$ cat config.mk
export PLATFORM = sky130hd
export DESIGN_NAME = alu_issue_stage
export DESIGN_NICKNAME = d
export VERILOG_FILES = /design/src/rtl/alu_issue_stage.sv
export SDC_FILE = /design/constraint.sdc
export NUM_CORES = 1
export LEC_CHECK = 0
export CORE_MARGIN = 1
export CORE_UTILIZATION = 45
export CTS_CLUSTER_DIAMETER = 40
export DETAILED_ROUTE_END_ITERATION = 6
export HOLD_SLACK_MARGIN = 0.12
export PLACE_DENSITY = 0.86
export SYNTH_ARGS = -nofsm -noshare
export SYNTH_HDL_FRONTEND = slang
export SYNTH_SLANG_ARGS = --single-unit
$ cat constraint.sdc
create_clock -name clk -period 5.4 [get_ports clk]
set_input_delay 1.08 -clock clk [delete_from_list [all_inputs] [get_ports clk]]
set_output_delay 1.08 -clock clk [all_outputs]
set_load 0.01 [all_outputs]
$ cat src/rtl/alu_issue_stage.sv
// MIPS ALU issue stage: decodes one instruction into registered ALU operands, 1-cycle latency.
// Valid/ready output held while outReady is low; flush drops the held entry and blocks input.
module alu_issue_stage (
    input  logic        clk,
    input  logic        reset,
    input  logic [31:0] instrIn,
    input  logic [31:0] rsValue,
    input  logic [31:0] rtValue,
    input  logic        inValid,
    output logic        inReady,
    input  logic        flush,
    input  logic        outReady,
    output logic        outValid,
    output logic [31:0] operandOneALU,
    output logic [31:0] operandTwoALU,
    output logic [3:0]  ControlValueALU,
    output logic [4:0]  destReg,
    output logic        regWrite,
    output logic [7:0]  illegalCount
);

    localparam logic [3:0] ALU_AND = 4'b0000;
    localparam logic [3:0] ALU_OR  = 4'b0001;
    localparam logic [3:0] ALU_ADD = 4'b0010;
    localparam logic [3:0] ALU_SUB = 4'b0110;
    localparam logic [3:0] ALU_SLT = 4'b0111;
    localparam logic [3:0] ALU_LUI = 4'b1000;
    localparam logic [3:0] ALU_SRL = 4'b1001;
    localparam logic [3:0] ALU_NOR = 4'b1010;

    typedef struct packed {
        logic [3:0]  ctrl;
        logic [31:0] op1;
        logic [31:0] op2;
        logic [4:0]  dest;
        logic        wr;
    } issue_t;

    issue_t      dec;
    issue_t      issue_q, issue_d;
    logic        valid_q, valid_d;
    logic [7:0]  cnt_q, cnt_d;
    logic        legal, nop, xfer;
    logic [5:0]  opcode, funct;
    logic [31:0] imm_sext, imm_zext;

    assign opcode   = instrIn[31:26];
    assign funct    = instrIn[5:0];
    assign imm_sext = {{16{instrIn[15]}}, instrIn[15:0]};
    assign imm_zext = {16'h0000, instrIn[15:0]};
    assign nop      = (instrIn == 32'h0);

    always_comb begin
        dec   = '0;
        legal = 1'b0;
        case (opcode)
            6'h00: begin
                dec.op1  = rsValue;
                dec.op2  = rtValue;
                dec.dest = instrIn[15:11];
                dec.wr   = 1'b1;
                legal    = 1'b1;
                case (funct)
                    6'h20, 6'h21: dec.ctrl = ALU_ADD;
                    6'h22, 6'h23: dec.ctrl = ALU_SUB;
                    6'h24:        dec.ctrl = ALU_AND;
                    6'h25:        dec.ctrl = ALU_OR;
                    6'h27:        dec.ctrl = ALU_NOR;
                    6'h2A:        dec.ctrl = ALU_SLT;
                    6'h02: begin
                        dec.ctrl = ALU_SRL;
                        dec.op1  = rtValue;
                        dec.op2  = {27'h0, instrIn[10:6]};
                    end
                    default:      legal = 1'b0;
                endcase
            end
            6'h08, 6'h09, 6'h0A, 6'h0C, 6'h0D, 6'h0F, 6'h23: begin
                dec.op1  = rsValue;
                dec.op2  = imm_sext;
                dec.dest = instrIn[20:16];
                dec.wr   = 1'b1;
                legal    = 1'b1;
                case (opcode)
                    6'h0A:   dec.ctrl = ALU_SLT;
                    6'h0C: begin dec.ctrl = ALU_AND; dec.op2 = imm_zext; end
                    6'h0D: begin dec.ctrl = ALU_OR;  dec.op2 = imm_zext; end
                    6'h0F: begin dec.ctrl = ALU_LUI; dec.op2 = imm_zext; dec.op1 = '0; end
                    default: dec.ctrl = ALU_ADD;
                endcase
            end
            6'h2B: begin
                dec.ctrl = ALU_ADD;
                dec.op1  = rsValue;
                dec.op2  = imm_sext;
                legal    = 1'b1;
            end
            6'h04: begin
                dec.ctrl = ALU_SUB;
                dec.op1  = rsValue;
                dec.op2  = rtValue;
                legal    = 1'b1;
            end
            default: legal = 1'b0;
        endcase
    end

    assign inReady = (!valid_q || outReady) && !flush;
    assign xfer    = inValid && inReady;

    // NOPs and illegal instructions are consumed but leave the output slot empty.
    always_comb begin
        valid_d = valid_q;
        issue_d = issue_q;
        cnt_d   = cnt_q;
        if (flush) begin
            valid_d = 1'b0;
        end else if (xfer) begin
            valid_d = legal && !nop;
            if (legal && !nop) begin
                issue_d = dec;
            end
            if (!legal && !nop && (cnt_q != 8'hFF)) begin
                cnt_d = cnt_q + 8'd1;
            end
        end else if (valid_q && outReady) begin
            valid_d = 1'b0;
        end
    end

    always_ff @(posedge clk or posedge reset) begin
        if (reset) begin
            valid_q <= 1'b0;
            issue_q <= '0;
            cnt_q   <= '0;
        end else begin
            valid_q <= valid_d;
            issue_q <= issue_d;
            cnt_q   <= cnt_d;
        end
    end

    assign outValid        = valid_q;
    assign operandOneALU   = issue_q.op1;
    assign operandTwoALU   = issue_q.op2;
    assign ControlValueALU = issue_q.ctrl;
    assign destReg         = issue_q.dest;
    assign regWrite        = issue_q.wr;
    assign illegalCount    = cnt_q;

endmodule

==> metrics, run 1 <==
initial antenna violation count=0; final worst-path cycle share=67.59%; Final Max Tran Viols=0; Initial Util=46.86%; slowest CP cell=nor2_2; skew final=0.009119 ns; cell with the most instances after synthesis=a21oi_1; Initial DRC Count=261; Final Wtd Congestion=0.9513; max-cap viol count=0; Post-CTS Hold Fix Bufs=0; Fin. Hold Viols=0; Power Density=354.6 nW/um^2; Slew HR=25.77%; Final ANT Viol Nets=0; Worst Path Required=5.65 ns; Crit path arrival time=3.90 ns; Overall Global Routing Usage=27.65%; Die Ht=97.53 microns; Final setup viols=0; DIE AREA=9511 sq um; via count=4262; Post-synth ARST share=100.0%; Num CTS Buffers=9; Worst Tran Pin Value=1.113 ns; DR vias/cell=5.814; grt ovf=0; Routed WL=13090 microns; Post-CTS Setup Repair Bufs=0; Top Family by Delay on Critical Path=simple AND/OR/NAND/NOR gates; top_reg_cell synth=dfrtp_1; clock transition at the registers of the reported paths=0.09 ns; CTS root buf=clkbuf_8; share of layout cells above drive strength 1=4.000%; Pleak=2.393 nW; CP Cell Sequence=clkdlybuf4s50_1, nor4_1, nand4b_1, nor2_2, buf_4, a22oi_1, a21oi_1; count of buffer and inverter cells on the critical path=2; CP peak stage delay=0.81 ns; maximum clock rate=0.2740 GHz; Avg WL per Cell=17.85 microns; footprint of the multi-input gates=1821 sq um; Fin Setup TNS=0 ns; largest net degree at the start of global routing=141; Pre-antenna DRT Iters=5; most frequent cells after synthesis=88 x a21oi_1, 86 x nor2_1, 83 x dfrtp_1; CP Capture Type=register; Core Footprint=8763 sq um; status=complete, no violations; Chip Width=97.53 microns; Hold WC Path Type=register to register; NumNets Final=722; Final min period=3.650 ns; top post-synthesis cells by area=dfrtp_1 51%, a21oi_1 11%, a22oi_1 9.7%; Detail Placement HPWL=9592 microns; clock buffer depth=2; first-pass GRT wire length=21180 microns; RSZ-0062 raised after global routing=false; post-synthesis sequential area ratio=50.58%; placed cells=717; Startpoint Class=input pin; number of synthesized flops with an enable pin=0; I/O pins=185; synthesized area=4106 sq um; H-tree Lvls=3; post-synth top area cell=dfrtp_1; CTS tree=built; FP Rows=34; number of global-route vias before repair=4211; Synth Area per Inst=8.946 sq um; CP Max Fanout=22; clock sink count=83; # DRC=0; fill cell count=702; n_diodes=0; post-synthesis register bit count=83; Resized Gates After CTS=0; Clk Latency, worst-skew pair=0.34 ns; non-filler cells, final=733; Syn Nets=561; worst IR drop on VDD=0.1903 mV; synthesized instance count=459; number of distinct library cells after synthesis=46; Synth warnings=0; post-synth top area share=50.58%; r2r setup slk=3.28 ns; Register Area=2077 sq um; port bufs=184; Area growth syn-to-layout=49.54%; critical setup path kind=input pin to register
[where the power goes]
part / internal [W] / total [W] / switching, W / leakage [nW]
sequential: 0.000803 / 0.000923 / 0.000120 / 0.995
clock: 0.000184 / 0.000414 / 0.000231 / 0.0836
combinational: 0.000481 / 0.000840 / 0.000359 / 1.31
total: 0.00147 / 0.00218 / 0.000710 / 2.39
[metal layers]
layer  vias to the layer above  wire length (microns)  GRT usage, %
met3                        29                   1060         5.540
met5                         -                      0             0
met4                         0                    337         10.52
li1                       1973                      -             -
met2                       225                   6358         44.76
met1                      2035                   5328         36.64
[flip-flops by register name, indices dropped and copies added, names as in the netlist]
name	cells
regWrite	1
operandTwoALU	32
operandOneALU	32
outValid	1
destReg	5
illegalCount	8
ControlValueALU	4
[worst reg2reg max path, cell delays in order (launching register included)]
cell and delay, ns:
dfrtp_1 0.38, nor2b_1 0.15, nor2_1 0.16, nand2_1 0.13
a211oi_4 0.42, buf_12 0.50, nor2_1 0.14, a31oi_1 0.16
[through the flow]
| stage | setup slack (ns) | hold WS [ns] | power, W | area [sq um] | util, % |
|---|---|---|---|---|---|
| 2_1_floorplan | 2.183 | 0.5217 | 0.001237 | 4106 | - |
| 3_3_place_gp | 1.524 | 0.4731 | 0.001742 | 5963 | 68.05 |
| 3_5_place_dp | 1.423 | 0.5067 | 0.001771 | 5963 | 68.05 |
| 4_1_cts | 1.768 | 0.5240 | 0.002185 | 6141 | 70.07 |
| 5_1_grt | 1.515 | 0.5416 | 0.002299 | 6141 | 70.07 |
| 6_report | 1.750 | 0.5288 | 0.002178 | 6141 | 70.07 |
[logic make-up (layout without fill, tap and decap cells)]
logic type	count (synthesis)	after routing	synth area share, %
AOI/OAI and AO/OA	172	172	26.14
xor gates and xnor gates	8	8	1.706
adders and majority gates	1	1	0.3046
buffers and inverters	49	215	5.423
DFF	83	83	50.58
muxes	3	3	0.7922
and+or+nand+nor	143	143	15.05
[path summary, 6_finish.rpt]
path,from,to,depth (start not counted)
max,instrIn[3],operandOneALU[13],7
min,illegalCount[6],illegalCount[6],1
max reg2reg,outValid,operandTwoALU[1],7
min reg2reg,illegalCount[6],illegalCount[6],1
max in group asynchronous,reset,operandTwoALU[27],3
min in group asynchronous,reset,operandOneALU[2],2
[placed cells by master (no fill, tap or decap), types with 2 or more instances in the layout]
| cell type | n |
|---|---|
| a22oi_1 | 53 |
| nand4_1 | 5 |
| nor2_1 | 85 |
| nand2b_1 | 3 |
| nor3_1 | 6 |
| inv_6 | 2 |
| a32oi_1 | 3 |
| clkbuf_8 | 10 |
| nor4_1 | 8 |
| nor2b_1 | 2 |
| dfrtp_1 | 83 |
| or3_1 | 2 |
| buf_4 | 4 |
| clkdlybuf4s50_1 | 184 |
| a21oi_1 | 88 |
| mux2_1 | 2 |
| clkinvlp_4 | 2 |
| a21o_1 | 2 |
| nand2_1 | 20 |
| nand3_1 | 6 |
| xor2_1 | 6 |
| clkbuf_1 | 2 |
| o21ai_0 | 4 |
| inv_1 | 8 |
| xnor2_1 | 2 |
| a211oi_1 | 2 |
| a31oi_1 | 6 |
[final cells by class]
cell class / count / share of cell area (%)
Tap cell: 108 / 2.200
Timing Repair Buffer: 189 / 30.81
Clock inverter: 4 / 0.5297
Sequential cell: 83 / 33.82
Multi-Input combinational cell: 327 / 29.65
Inverter: 10 / 0.6316
Clock buffer: 12 / 2.363
No activity file was read; power rests on OpenSTA's default activity.
==> inputs of run 2 (changes only) <==
Settings changed: CORE_UTILIZATION 45 to 42, PLACE_DENSITY 0.86 to 0.81.
Clock period 5.4 ns to 3.79 ns, I/O delays scaled along.
==> metrics, run 2 (synthesis gave the netlist of run 1 again) <==
status=complete, no violations; share of layout cells above drive strength 1=5.827% (+1.8 points); largest net degree at the start of global routing=67 (-52%); Initial Util=43.82% (-3.0 points); RR Endpoint=operandOneALU[23]; reg2reg start=outValid; switch share=31.99% (-0.60 points); DIE AREA=10180 sq um (+7.0%); Fin Setup TNS=0 ns (unchanged); footprint of the multi-input gates=1828 sq um (+0.41%); WHS=0.5072 ns (-0.02165 ns); pre-CTS setup slack=0.3466 ns (-1.077 ns); Clk Latency, worst-skew pair=0.35 ns (about the same); grt ovf=0 (unchanged); Slew HR=55.58% (+30 points); CP Max Fanout=66 (+200%); NumNets Final=732 (+1.4%); r2r setup slk=1.86 ns (-1.42 ns); number of global-route vias before repair=4179 (-0.76%); critical setup path kind=input pin to register; Post-CTS Hold Fix Bufs=0 (unchanged); worst-case reg-to-reg path depth=7 (unchanged); Comb pwr share=37.7% (-0.9 points); Area growth syn-to-layout=53.56%; clock buffer depth=2 (unchanged); Initial DRC Count=180 (-31%); CTS tree=built; Final min period=3.121 ns; hold worst-path end=regWrite; Power Density=505.4 nW/um^2 (+43%); final worst-path setup slack=0.6689 ns (-1.081 ns); Chip Width=100.9 microns (+3.4%); max-cap viol count=0 (unchanged); Fin. Hold Viols=0 (unchanged); Worst Path Required=4.07 ns (-1.58 ns); DR vias/cell=5.602 (-3.7%); maximum clock rate=0.3204 GHz; Final setup viols=0 (unchanged); CP peak stage delay=0.58 ns (-0.23 ns); worst IR drop on VDD=0.2910 mV (+53%); via count=4280 (+0.42%); Final ANT Viol Nets=0 (unchanged); H-tree Lvls=3 (unchanged); Startpoint Class=input pin; Register Area=2077 sq um (unchanged); initial antenna violation count=0 (unchanged); Core Footprint=9371 sq um (+6.9%); CTS root buf=clkbuf_8; Avg WL per Cell=17.75 microns (-0.57%); # DRC=0 (unchanged); Routed WL=13560 microns (+3.6%); port bufs=184 (unchanged); worst hold path stage count=1 (unchanged); RSZ-0062 raised after global routing=false; I/O pins=185 (unchanged); CP Cell Sequence=clkdlybuf4s50_1, or2_1, nor4_1, o211ai_1, a211oi_4, buf_12, nor2_1, a21oi_1; Overall Global Routing Usage=27.34% (-0.32 points); Final Wtd Congestion=0.8556 (-10%); Crit path arrival time=3.40 ns (-0.50 ns); final worst-path cycle share=82.35%; clock transition at the registers of the reported paths=0.09 ns (about the same); Final Max Tran Viols=0 (unchanged); commonest non-fill, non-tap cell in the layout=clkdlybuf4s50_1; first-pass GRT wire length=21420 microns (+1.1%); n_diodes=0 (unchanged); Detail Placement HPWL=10100 microns (+5.3%); clock sink count=83 (unchanged); hold_sp=regWrite; most frequent cells in the layout=184 x clkdlybuf4s50_1, 88 x a21oi_1, 85 x nor2_1; internal power=0.002168 W (+48%); Clock Power Share=21.1% (+2.1 points); Reg power frac=41.2% (-1.2 points); post-layout util=67.29% (-2.8 points); Worst Tran Pin Value=0.6663 ns (-0.4471 ns); CP Capture Type=register; FP Rows=35 (+2.9%); Pleak=2.471 nW (+3.3%); Pre-antenna DRT Iters=5 (unchanged); slowest CP cell=a211oi_4; Die Ht=100.9 microns (+3.4%); skew final=0.007110 ns (-0.002009 ns); Hold WC Path Type=register to register; P_sw=0.001020 W (+44%); fill cell count=772 (+10%); Post-CTS Setup Repair Bufs=0 (unchanged); Num CTS Buffers=9 (unchanged); Resized Gates After CTS=0 (unchanged)
==> run 2: how the worst max path moves through the flow <==
stage / slack [ns] / cells after the start / end / startpoint
floorplan: 0.90 / 1 / ControlValueALU[0] / reset
global placement: 0.45 / 8 / operandOneALU[3] / instrIn[26]
detailed placement: 0.35 / 8 / operandTwoALU[22] / instrIn[26]
CTS: 0.71 / 8 / operandTwoALU[14] / instrIn[26]
global route: 0.52 / 8 / operandTwoALU[21] / instrIn[26]
finish: 0.67 / 8 / operandOneALU[23] / instrIn[26]
==> run 2: stage by stage <==
stage	area, sq um	instances	total power (W)
CTS	6306	764	0.003211
floorplan	4106	459	0.001762
detailed placement	6097	748	0.002533
global placement	6097	748	0.002501
finish	6306	764	0.003187
global route	6306	764	0.003376
==> run 2: routing by layer <==
metal / share of wire [%] / up-vias / track usage, % / wire length (microns)
met5: 0 / - / 0 / 0
met4: 2.4 / 0 / 9.142 / 329
met3: 7.4 / 28 / 6.865 / 1010
met2: 48 / 181 / 44.05 / 6569
met1: 42 / 2077 / 36.07 / 5652
li1: - / 1994 / - / -
==> run 2: power groups by stage <==
stage,logic (W),registers [W],clock network (W)
floorplan,0.000327,0.00144,0
global placement,0.00118,0.00132,0
detailed placement,0.00120,0.00133,0
CTS,0.00121,0.00131,0.000686
global route,0.00131,0.00135,0.000723
finish,0.00120,0.00131,0.000673
==> run 2: area by class of cell <==
type	count	area share, %
tap	129	2.560
multi-input combinational	327	28.99
clock inverter	6	1.131
timing repair buffer	199	31.59
inverter	10	0.6151
clock buffer	10	2.183
sequential	83	32.94
==> run 2: worst max-delay path, delay by kind of cell <==
family | cells | cell delay (ns)
compound gates | 3 | 0.96
simple gates | 3 | 0.77
buf+inv | 2 | 0.90
